## src/rtl/adder_pkg.sv

```systemverilog
// Shared definitions for the adder result path: result width and accumulator FSM encoding.
package adder_pkg;
   localparam int RES_W = 3;
   localparam int RW    = RES_W + 1;

   typedef enum logic [1:0] {
      ST_IDLE  = 2'd0,
      ST_ACCUM = 2'd1,
      ST_DONE  = 2'd2
   } state_t;
endpackage

```

## src/rtl/sat_add.sv

```systemverilog
// Saturating add of one adder result into the accumulator; clip flags that the true sum overflowed.
module sat_add #(
   parameter int ACC_W = 8,
   parameter int RW    = adder_pkg::RW
) (
   input  logic [ACC_W-1:0] acc,
   input  logic [RW-1:0]    val,
   output logic [ACC_W-1:0] sum,
   output logic             clip
);

   logic [ACC_W:0] full;

   assign full = {1'b0, acc} + {{(ACC_W + 1 - RW){1'b0}}, val};
   assign clip = full[ACC_W];
   assign sum  = clip ? {ACC_W{1'b1}} : full[ACC_W-1:0];

endmodule

```

## src/rtl/adder_result_accumulator.sv

```systemverilog
// Accumulates a programmed burst of adder results with saturation and hands the total off via valid/ready.
//  state    | meaning
//  ST_IDLE  | waiting for start; samples arriving here are dropped and flagged
//  ST_ACCUM | consuming samples until the remaining count reaches zero
//  ST_DONE  | total presented on acc_out/sat until out_ready
module adder_result_accumulator import adder_pkg::*; #(
   parameter int RES_W = 3,
   parameter int ACC_W = 8,
   parameter int CNT_W = 4
) (
   input  logic             clk,
   input  logic             rst,
   input  logic             start,
   input  logic [CNT_W-1:0] len,
   input  logic             in_valid,
   input  logic [RES_W-1:0] in_sum,
   input  logic             in_cout,
   output logic             in_ready,
   output logic             out_valid,
   input  logic             out_ready,
   output logic [ACC_W-1:0] acc_out,
   output logic             sat,
   output logic             overrun,
   output logic             busy
);

   state_t           state_q;
   logic [CNT_W-1:0] remaining_q;
   logic [ACC_W-1:0] sum_nxt;
   logic             clip;

   sat_add #(
      .ACC_W (ACC_W),
      .RW    (RES_W + 1)
   ) u_sat_add (
      .acc  (acc_out),
      .val  ({in_cout, in_sum}),
      .sum  (sum_nxt),
      .clip (clip)
   );

   always_ff @(posedge clk) begin
      if (!rst) begin
         state_q     <= ST_IDLE;
         remaining_q <= '0;
         acc_out     <= '0;
         sat         <= 1'b0;
         overrun     <= 1'b0;
      end else begin
         if (in_valid && (state_q != ST_ACCUM)) overrun <= 1'b1;
         case (state_q)
            ST_IDLE: begin
               if (start) begin
                  acc_out     <= '0;
                  sat         <= 1'b0;
                  remaining_q <= len;
                  state_q     <= (len == '0) ? ST_DONE : ST_ACCUM;
               end
            end
            ST_ACCUM: begin
               if (in_valid) begin
                  acc_out     <= sum_nxt;
                  sat         <= sat | clip;
                  remaining_q <= remaining_q - 1'b1;
                  if (remaining_q == CNT_W'(1)) state_q <= ST_DONE;
               end
            end
            ST_DONE: begin
               if (out_ready) state_q <= ST_IDLE;
            end
            default: state_q <= ST_IDLE;
         endcase
      end
   end

   // handshake flags decode straight from the state register, so no input reaches them combinationally
   assign in_ready  = (state_q == ST_ACCUM);
   assign out_valid = (state_q == ST_DONE);
   assign busy      = (state_q != ST_IDLE);

endmodule

```

## config.mk

```make
export PLATFORM = sky130hd
export DESIGN_NAME = adder_result_accumulator
export DESIGN_NICKNAME = d
export VERILOG_FILES = /design/src/rtl/adder_pkg.sv /design/src/rtl/sat_add.sv /design/src/rtl/adder_result_accumulator.sv
export SDC_FILE = /design/constraint.sdc
export NUM_CORES = 1
export LEC_CHECK = 0
export BUFFER_PORTS_ARGS = -buffer_cell sky130_fd_sc_hd__buf_2
export CAP_MARGIN = 20
export CORE_MARGIN = 5
export CORE_UTILIZATION = 49
export CTS_BUF_LIST = sky130_fd_sc_hd__clkbuf_4
export DETAILED_ROUTE_END_ITERATION = 16
export MAX_ROUTING_LAYER = met4
export PLACE_DENSITY = 0.78
export SYNTH_ARGS = -nofsm -noshare
export SYNTH_HDL_FRONTEND = slang
export SYNTH_SLANG_ARGS = --single-unit
export TNS_END_PERCENT = 50
```

## constraint.sdc

```tcl
create_clock -name clk -period 1.8 [get_ports clk]
set_clock_uncertainty 0.05 [all_clocks]
set_input_delay 0 -clock clk [delete_from_list [all_inputs] [get_ports clk]]
set_output_delay 0 -clock clk [all_outputs]
set_load 0.01 [all_outputs]
```

After elaboration in Yosys (flattened, before gate mapping)
Index checks and enable logic that the tools add are counted.
- logic and storage cells: 39
- input port bits: 13
- register bits after elaboration: 16
- eq/ne operators: 8
- reduce and logical (&&, ||, !) cells: 7
- $add $sub $neg: 2
- bitwise gates (word level): 1
- mux-type cells: 16
- operators with widths (kind ; number):
    8-bit 2-to-1 mux ; 3
    8-bit case mux with 2 select lines ; 1
    2-bit 2-to-1 mux ; 5
    8-bit by 4-bit adder with 9-bit output ; 1
    4-bit 2-to-1 mux ; 2
    4-bit case mux with 2 select lines ; 1
    2-bit by 1-bit != test with 1-bit output, second input constant ; 3
    2-bit case mux with 3 select lines ; 1
    4-bit by 1-bit == test with 1-bit output, second input constant ; 1
    4-bit logical NOT ; 1
    2-bit != test, second input constant ; 2
    4-bit AND reduction ; 1
    2-bit nonzero test ; 2
    4-bit by 1-bit subtractor with 4-bit output, second input constant ; 1
    3-bit AND reduction ; 1
    2-bit by 1-bit == test with 1-bit output, second input constant ; 1
    2-bit == test, second input constant ; 1
    2-bit logical NOT ; 1
    1-bit 2-to-1 mux ; 2
    1-bit case mux with 2 select lines ; 1
    1-bit logical AND ; 1
    1-bit OR ; 1

Depth between registers and ports, before layout
Gate-level depths: netlist of run 1.
- depth in word-level cells: 4
- mapped depth: 6

Cells and area by module
A second synthesis of run 1 with hierarchy kept.
- cells, all modules: 130
- area, all modules: 1059.8 um^2
- by module, submodules not included (module ; times used ; cells each ; area each (um^2) ; sequential area each (um^2)):
    adder_result_accumulator ; 1 ; 95 ; 795.8 ; 320.3
    sat_add ; 1 ; 35 ; 264.0 ; 0.0

Worst setup path after synthesis of run 1
Ideal clock, no wire load.
- path type: register -> register
- start: register acc_out[0]
- end: register acc_out[7]
- buffers on the path: 0
- period minus slack after synthesis: 1.873 ns
- library setup time: 0.127 ns
- path slack: -0.073 ns
- arrival time: 1.696 ns
- stages on the path, launching flop included: 7
- path through: dfxtp_1 ha_1 fa_1 a211oi_1 nor2_1 nor4b_1 nor3_1
- cells in the longest elaborated chain, start to end: 4
- RTL lines (element ; RTL line ; source):
    start: declaration ; adder_result_accumulator.sv:21 ; output logic [ACC_W-1:0] acc_out,
    start signal: assignment ; adder_result_accumulator.sv:62 ; acc_out <= sum_nxt;
    8-bit by 4-bit adder with 9-bit output ; sat_add.sv:14 ; assign full = {1'b0, acc} + {{(ACC_W + 1 - RW){1'b0}}, val};
    8-bit 2-to-1 mux ; sat_add.sv:16 ; assign sum = clip ? {ACC_W{1'b1}} : full[ACC_W-1:0];
    8-bit 2-to-1 mux ; adder_result_accumulator.sv:61 ; if (in_valid) begin
    8-bit case mux with 2 select lines ; adder_result_accumulator.sv:51 ; case (state_q)
No other way between the ends. The select of a mux whose other input is x is not followed.
A chain may end at the register's enable or synchronous reset.

Worst setup path in the final report of run 1
- start: register acc_out[0]
- end: register acc_out[6]
The elaborated chain is that of the path after synthesis.

==> results of run 1 <==
[synthesized netlist by cell type, types with 2 or more instances]
cell | n | area [sq um]
a211o_1 | 2 | 17.5
a211oi_1 | 4 | 30.0
a21o_1 | 3 | 22.5
a21oi_1 | 15 | 75.1
a22oi_1 | 4 | 30.0
a31oi_1 | 2 | 12.5
and3_1 | 4 | 25.0
buf_2 | 2 | 10.0
clkbuf_1 | 3 | 11.3
dfxtp_1 | 16 | 320
ha_1 | 6 | 75.1
inv_1 | 7 | 26.3
nand2_1 | 13 | 48.8
nand2b_1 | 2 | 12.5
nand3_1 | 2 | 10.0
nand3b_1 | 2 | 15.0
nor2_1 | 10 | 37.5
nor2b_1 | 2 | 12.5
nor3_1 | 4 | 20.0
o21ai_0 | 7 | 35.0
[logic make-up after synthesis]
logic type	after synthesis
AO/OA/AOI/OAI	45
XOR/XNOR	1
adder cells (fa/ha/maj)	7
buffers and inverters	12
flip-flops	16
multiplexers	2
AND/OR/NAND/NOR	45
[path summary, 6_finish.rpt]
| check | slack, ns | end | cells past startpoint | startpoint |
|---|---|---|---|---|
| setup / recovery | 0.0007 | acc_out[6] | 6 | acc_out[0] |
| hold reg to reg | 0.42 | overrun | 2 | overrun |
| setup reg to reg | 0.0007 | acc_out[6] | 6 | acc_out[0] |
| hold / removal | 0.02 | state_q[0] | 4 | out_ready |
[layout make-up]
type / count / area, sq um
Sequential cell: 16 / 322
Clock buffer: 3 / 22.5
Multi-Input combinational cell: 100 / 658
Clock inverter: 1 / 3.75
Fill cell: 190 / 693
Inverter: 7 / 26.3
Timing Repair Buffer: 34 / 203
Tap cell: 27 / 33.8
[worst register-to-register path: stages (launching register included)]
cell and delay, ns:
dfxtp_1 0.34, ha_1 0.22, fa_2 0.36, a211oi_2 0.25, nor2_2 0.12, a211o_1 0.31, o221ai_1 0.07
[state kept, by name, indices dropped and copies added (netlist names)]
signal,cells
state_q,2
remaining_q,4
acc_out,8
sat,1
overrun,1
[metal layers]
metal | routed length, um | GRT usage | vias up
met2 | 1240 | 0.299 | 42
met1 | 1130 | 0.212 | 497
met5 | 0 | - | -
met3 | 200 | 0.0396 | 6
met4 | 58 | 0.104 | 0
li1 | - | - | 537
[metrics by stage]
stage	cells	cell area (sq um)
4_1_cts	188	1260
2_1_floorplan	128	1020
3_5_place_dp	180	1190
5_1_grt	188	1270
6_report	188	1270
3_3_place_gp	180	1190
[timing repair]
action,CTS,global route
endpoints found under the setup margin,1,12
endpoints found under the hold margin,5,0
hold buffers,4,0
gates resized for setup,1,2
[power by group]
part | internal (W) | leakage [nW] | switching (W)
clock | 0.0000806 | 0.0154 | 0.000115
sequential | 0.000378 | 0.131 | 0.0000239
combinational | 0.000113 | 0.409 | 0.000143
total | 0.000572 | 0.555 | 0.000282
==> impl_metrics.csv, run 1 <==
group,metric,value,unit
timing,slew_headroom,0.691,
clock_network,clk_path_buf_depth,2,
detailed_routing,drc,0,
yosys,yosys_most_used_dff,"dfxtp_1",
yosys,ys_seq_area_frac,0.317,
timing,report.final.slew_viol_count,0,
critical_path,cp_data_required_time,1.96,ns
detailed_routing,wl_per_cell,14.0,um
critical_path,end_kind,"flip-flop",
yosys,netlist_instances,128,
critical_path,path_max_fanout,5,
min_path,hold_path.class,"primary input to flip-flop",
place,routabilityCongestion,0.807,
clock_network,clock_latency,0.29,ns
power,power,0.000854,W
yosys,syn-num-nets,148,
yosys,synth_warnings,0,
timing,hold_ws,0.0223,ns
detailed_routing,first_pass_iters,5,
timing,fmax,556,MHz
critical_path,crit_path_start_kind,"flip-flop",
power,leakagePower,0.555,nW
timing,finalWorstSetupSlack,0.000740,ns
grt,grt_pass1_vias,1044,
clock_network,numCtsBuffers,3,
clock_network,cts_tree,"yes",
grt,grt_pass1_wl,4520,um
timing,tns,0,ns
timing,fin_crit,1.80,ns
critical_path,critPathTopFamily,"compound AO/OA/AOI/OAI gates",
critical_path,slowest_stage,"fa_2",
yosys,synthAdderAreaFrac,0.0942,
yosys,synth_edf_count,0,
timing,worstMarginPinSlew,0.459,ns
timing,rsz0062_at_grt,"true",
die,rows,16,
detailed_routing,drt-total-wl,2640,um
die,core-area,1960,sq um
yosys,ys_ff_latch,16,
yosys,async_reset_ff_frac,0,
detailed_routing,vias,1082,
detailed_routing,antenna_left,0,
yosys,synthXorXnorAreaFrac,0.00867,
yosys,synth_top_family_by_area,"compound AO/OA/AOI/OAI gates",
cells_and_area,fin_util,0.647,
yosys,yosysUniqueCellTypes,38,
power,powerDensity,673,nW/um^2
flow_run,maxCapViolCount,0,
die,boundaryPins,26,
clock_network,cts_sinks,16,
yosys,syn_area,1010,sq um
cells_and_area,nets,182,
critical_path,crit_type,"flip-flop to flip-flop",
cells_and_area,drive_above_1_share,0.242,
critical_path,cp_cell_sequence,"ha_1 > fa_2 > a211oi_2 > nor2_2 > a211o_1 > o221ai_1",
timing,finalCritPeriodShare,1.00,
grt,grt_overflow,0,
cells_and_area,syn2layout_area_growth,25.7,%
grt,grt_start_max_net_pins,15,
yosys,muxShareOfSynthArea,0.0211,
place,pre_cts_ws,-0.0109,ns
grt,grt_util_all_layers,0.186,
die,initial_core_util,0.515,
cells_and_area,final_common_cell,"buf_2",
critical_path,cp_slowest_stage_delay,0.36,ns
place,post-dp-hpwl,1970,um
yosys,synth_compound_area_frac,0.287,
die,die_area,3070,sq um
cells_and_area,antennaDiodeCount,0,
cells_and_area,mostFrequentLayoutCells,"25 x buf_2, 15 x a21oi_1, 15 x dfxtp_1",
power,ir_drop,0.476,mV
timing,finalHoldViolCount,0,
clock_network,post_cts_buffers,0,
clock_network,clk_pin_slew_worst_paths,0.10,ns
critical_path,cp_num_buf_inv,0,
timing,finalSetupViolCount,0,
yosys,synthSimpleGateAreaFrac,0.224,
yosys,syn_area_per_cell,7.89,sq um
clock_network,cts_root_buffer,"clkbuf_4",
die,die_w,55.4,um
clock_network,ctsHtreeMaxLevel,1,
outcome,outcome,"finished clean",
critical_path,cp_data_arrival_time,1.96,ns
die,die_h,55.4,um
place,io_buffers,25,
grt,antenna_found_initial,0,
detailed_routing,drt_iter0_drc,20,
detailed_routing,via_per_inst,5.76,
No activity file was read; power rests on OpenSTA's default activity.
==> inputs of run 2 (changes only) <==
--- a/config.mk
+++ b/config.mk
@@ -12,7 +12,7 @@
 export CTS_BUF_LIST = sky130_fd_sc_hd__clkbuf_4
 export DETAILED_ROUTE_END_ITERATION = 16
 export MAX_ROUTING_LAYER = met4
-export PLACE_DENSITY = 0.78
+export PLACE_DENSITY = 0.88
 export SYNTH_ARGS = -nofsm -noshare
 export SYNTH_HDL_FRONTEND = slang
 export SYNTH_SLANG_ARGS = --single-unit
==> impl_metrics.csv, run 2 (synthesized netlist as in run 1, its figures left out) <==
group,metric,value,unit
outcome,outcome,"finished clean",
critical_path,cp_data_required_time,1.93,ns
cells_and_area,multi_input_area,706,sq um
power,ir_drop,0.497,mV
die,boundaryPins,26,
cells_and_area,final_cells,189,
critical_path,critPathTopFamily,"adder cells",
die,die_h,55.4,um
detailed_routing,via_per_inst,5.74,
critical_path,path_max_fanout,5,
place,placed_area,1190,sq um
clock_network,cts_sinks,16,
cells_and_area,top_regs,"acc_out: 8 flops, remaining_q: 4 flops, state_q: 2 flops",
clock_network,ctsHtreeMaxLevel,1,
critical_path,crit_path_start_kind,"flip-flop",
cells_and_area,regArea,323,sq um
critical_path,reg2regPathDepth,6,
place,dpl.cell_count,180,
cells_and_area,antennaDiodeCount,0,
detailed_routing,first_pass_iters,5,
place,io_buffers,25,
cells_and_area,largest-register,"acc_out",
grt,antenna_found_initial,0,
cells_and_area,nets,183,
critical_path,cp_num_buf_inv,0,
min_path,hold_start,"len[1]",
detailed_routing,drc,0,
critical_path,cp_cell_sequence,"ha_4 > fa_2 > a211oi_4 > nor2_4 > nor4b_2 > nor3_1",
detailed_routing,highest_layer,"met4",
grt,grt_pass1_wl,4590,um
clock_network,clk_path_buf_depth,2,
detailed_routing,vias,1084,
flow_run,maxCapViolCount,0,
critical_path,cp_slowest_stage_delay,0.37,ns
die,rows,16,
detailed_routing,antenna_left,0,
clock_network,cts_tree,"yes",
die,die_area,3070,sq um
detailed_routing,wl_met3,136,um
clock_network,clk_pin_slew_worst_paths,0.10,ns
detailed_routing,drt-total-wl,2690,um
critical_path,slowest_stage,"fa_2",
grt,grt_util_all_layers,0.188,
min_path,min_to,"remaining_q[1]",
timing,finalCritPeriodShare,0.989,
timing,finalHoldViolCount,0,
clock_network,cts_root_buffer,"clkbuf_4",
timing,fin_crit,1.78,ns
grt,grt_start_max_net_pins,13,
clock_network,clock_latency,0.30,ns
grt,grt_overflow,0,
power,leakagePower,0.577,nW
cells_and_area,final_common_cell,"buf_2",
power,powerDensity,657,nW/um^2
cells_and_area,fin_area,1330,sq um
critical_path,end_kind,"flip-flop",
grt,grt_pass1_vias,1041,
place,routabilityCongestion,0.809,
detailed_routing,wl_met1,1210,um
clock_network,numCtsBuffers,3,
die,initial_core_util,0.515,
critical_path,r2r_start,"acc_out[0]",
detailed_routing,drt_iter0_drc,27,
timing,finalSetupViolCount,0,
cells_and_area,drive_above_1_share,0.290,
critical_path,r2r_slack,0.02,ns
cells_and_area,fin_util,0.675,
die,core-area,1960,sq um
cells_and_area,largest_register_ffs,8,
timing,rsz0062_at_grt,"true",
timing,worstMarginPinSlew,0.613,ns
critical_path,r2r_end,"acc_out[7]",
min_path,hold_depth,3,
critical_path,crit_type,"flip-flop to flip-flop",
cells_and_area,fillers,184,
detailed_routing,wl_met2,1300,um
place,post-dp-hpwl,1990,um
critical_path,cp_data_arrival_time,1.91,ns
cells_and_area,mostFrequentLayoutCells,"25 x buf_2, 15 x a21oi_1, 14 x dfxtp_1",
timing,report.final.slew_viol_count,0,
timing,fmax,562,MHz
cells_and_area,syn2layout_area_growth,31.2,%
min_path,hold_path.class,"primary input to flip-flop",
timing,slew_headroom,0.591,
detailed_routing,wl_per_cell,14.2,um
die,die_w,55.4,um
## run 2: worst register-to-register path, delay by kind of cell, from the launching register on
family / cells / cell delay (ns)
adders and majority gates: 2 / 0.53
and+or+nand+nor: 3 / 0.42
DFF: 1 / 0.35
AOI/OAI and AO/OA: 1 / 0.32
## run 2: cell type report
| cell class | count | area share |
|---|---|---|
| inverter | 7 | 0.0198 |
| sequential | 16 | 0.244 |
| tap | 27 | 0.0255 |
| multi-input combinational | 100 | 0.533 |
| clock buffer | 3 | 0.0170 |
| clock inverter | 1 | 0.00283 |
| timing repair buffer | 35 | 0.159 |
## run 2: worst max-delay path by stage
| stage | startpoint | to | slack [ns] | cells after the start |
|---|---|---|---|---|
| 2_1_floorplan | acc_out[0] | acc_out[7] | 0.05 | 6 |
| 3_3_place_gp | acc_out[0] | acc_out[7] | 0.05 | 6 |
| 3_5_place_dp | acc_out[0] | acc_out[7] | -0.07 | 6 |
| 4_1_cts | acc_out[0] | acc_out[7] | -0.02 | 6 |
| 5_1_grt | acc_out[0] | acc_out[6] | -0.06 | 6 |
| 6_report | acc_out[0] | acc_out[7] | 0.02 | 6 |
## run 2: power breakdown
part           switching, W  internal (W)  leakage [nW]
Clock              0.000121     0.0000809        0.0154
Combinational      0.000150      0.000118         0.430
Sequential        0.0000233      0.000378         0.131
Total              0.000293      0.000577         0.577
## run 2: metrics by stage
step | worst slack (ns) | hold slack (ns) | TNS [ns] | power, W
after detailed placement | -0.0712 | 0.196 | -0.0712 | 0.000653
after CTS | -0.0157 | 0.0136 | -0.0183 | 0.000864
final | 0.0196 | 0.0176 | 0 | 0.000870
after floorplan | 0.0476 | 0.0466 | 0 | 0.000570
after global routing | -0.0611 | 0.0499 | -0.191 | 0.000922
after global placement | 0.0487 | 0.186 | 0 | 0.000641
## run 2: timing repair
action / CTS / global route
pin swaps: 8 / 5
resized for setup: 7 / 8
setup endpoints to repair: 1 / 10
setup buffers: 1 / 0
hold endpoints to repair: 5 / 0
hold buffers: 4 / 0
## run 2: metal layers
metal | track usage | vias up
met1 | 0.217 | 518
met4 | 0.101 | 0
met2 | 0.302 | 23
li1 | - | 538
met3 | 0.0420 | 5
met5 | - | -
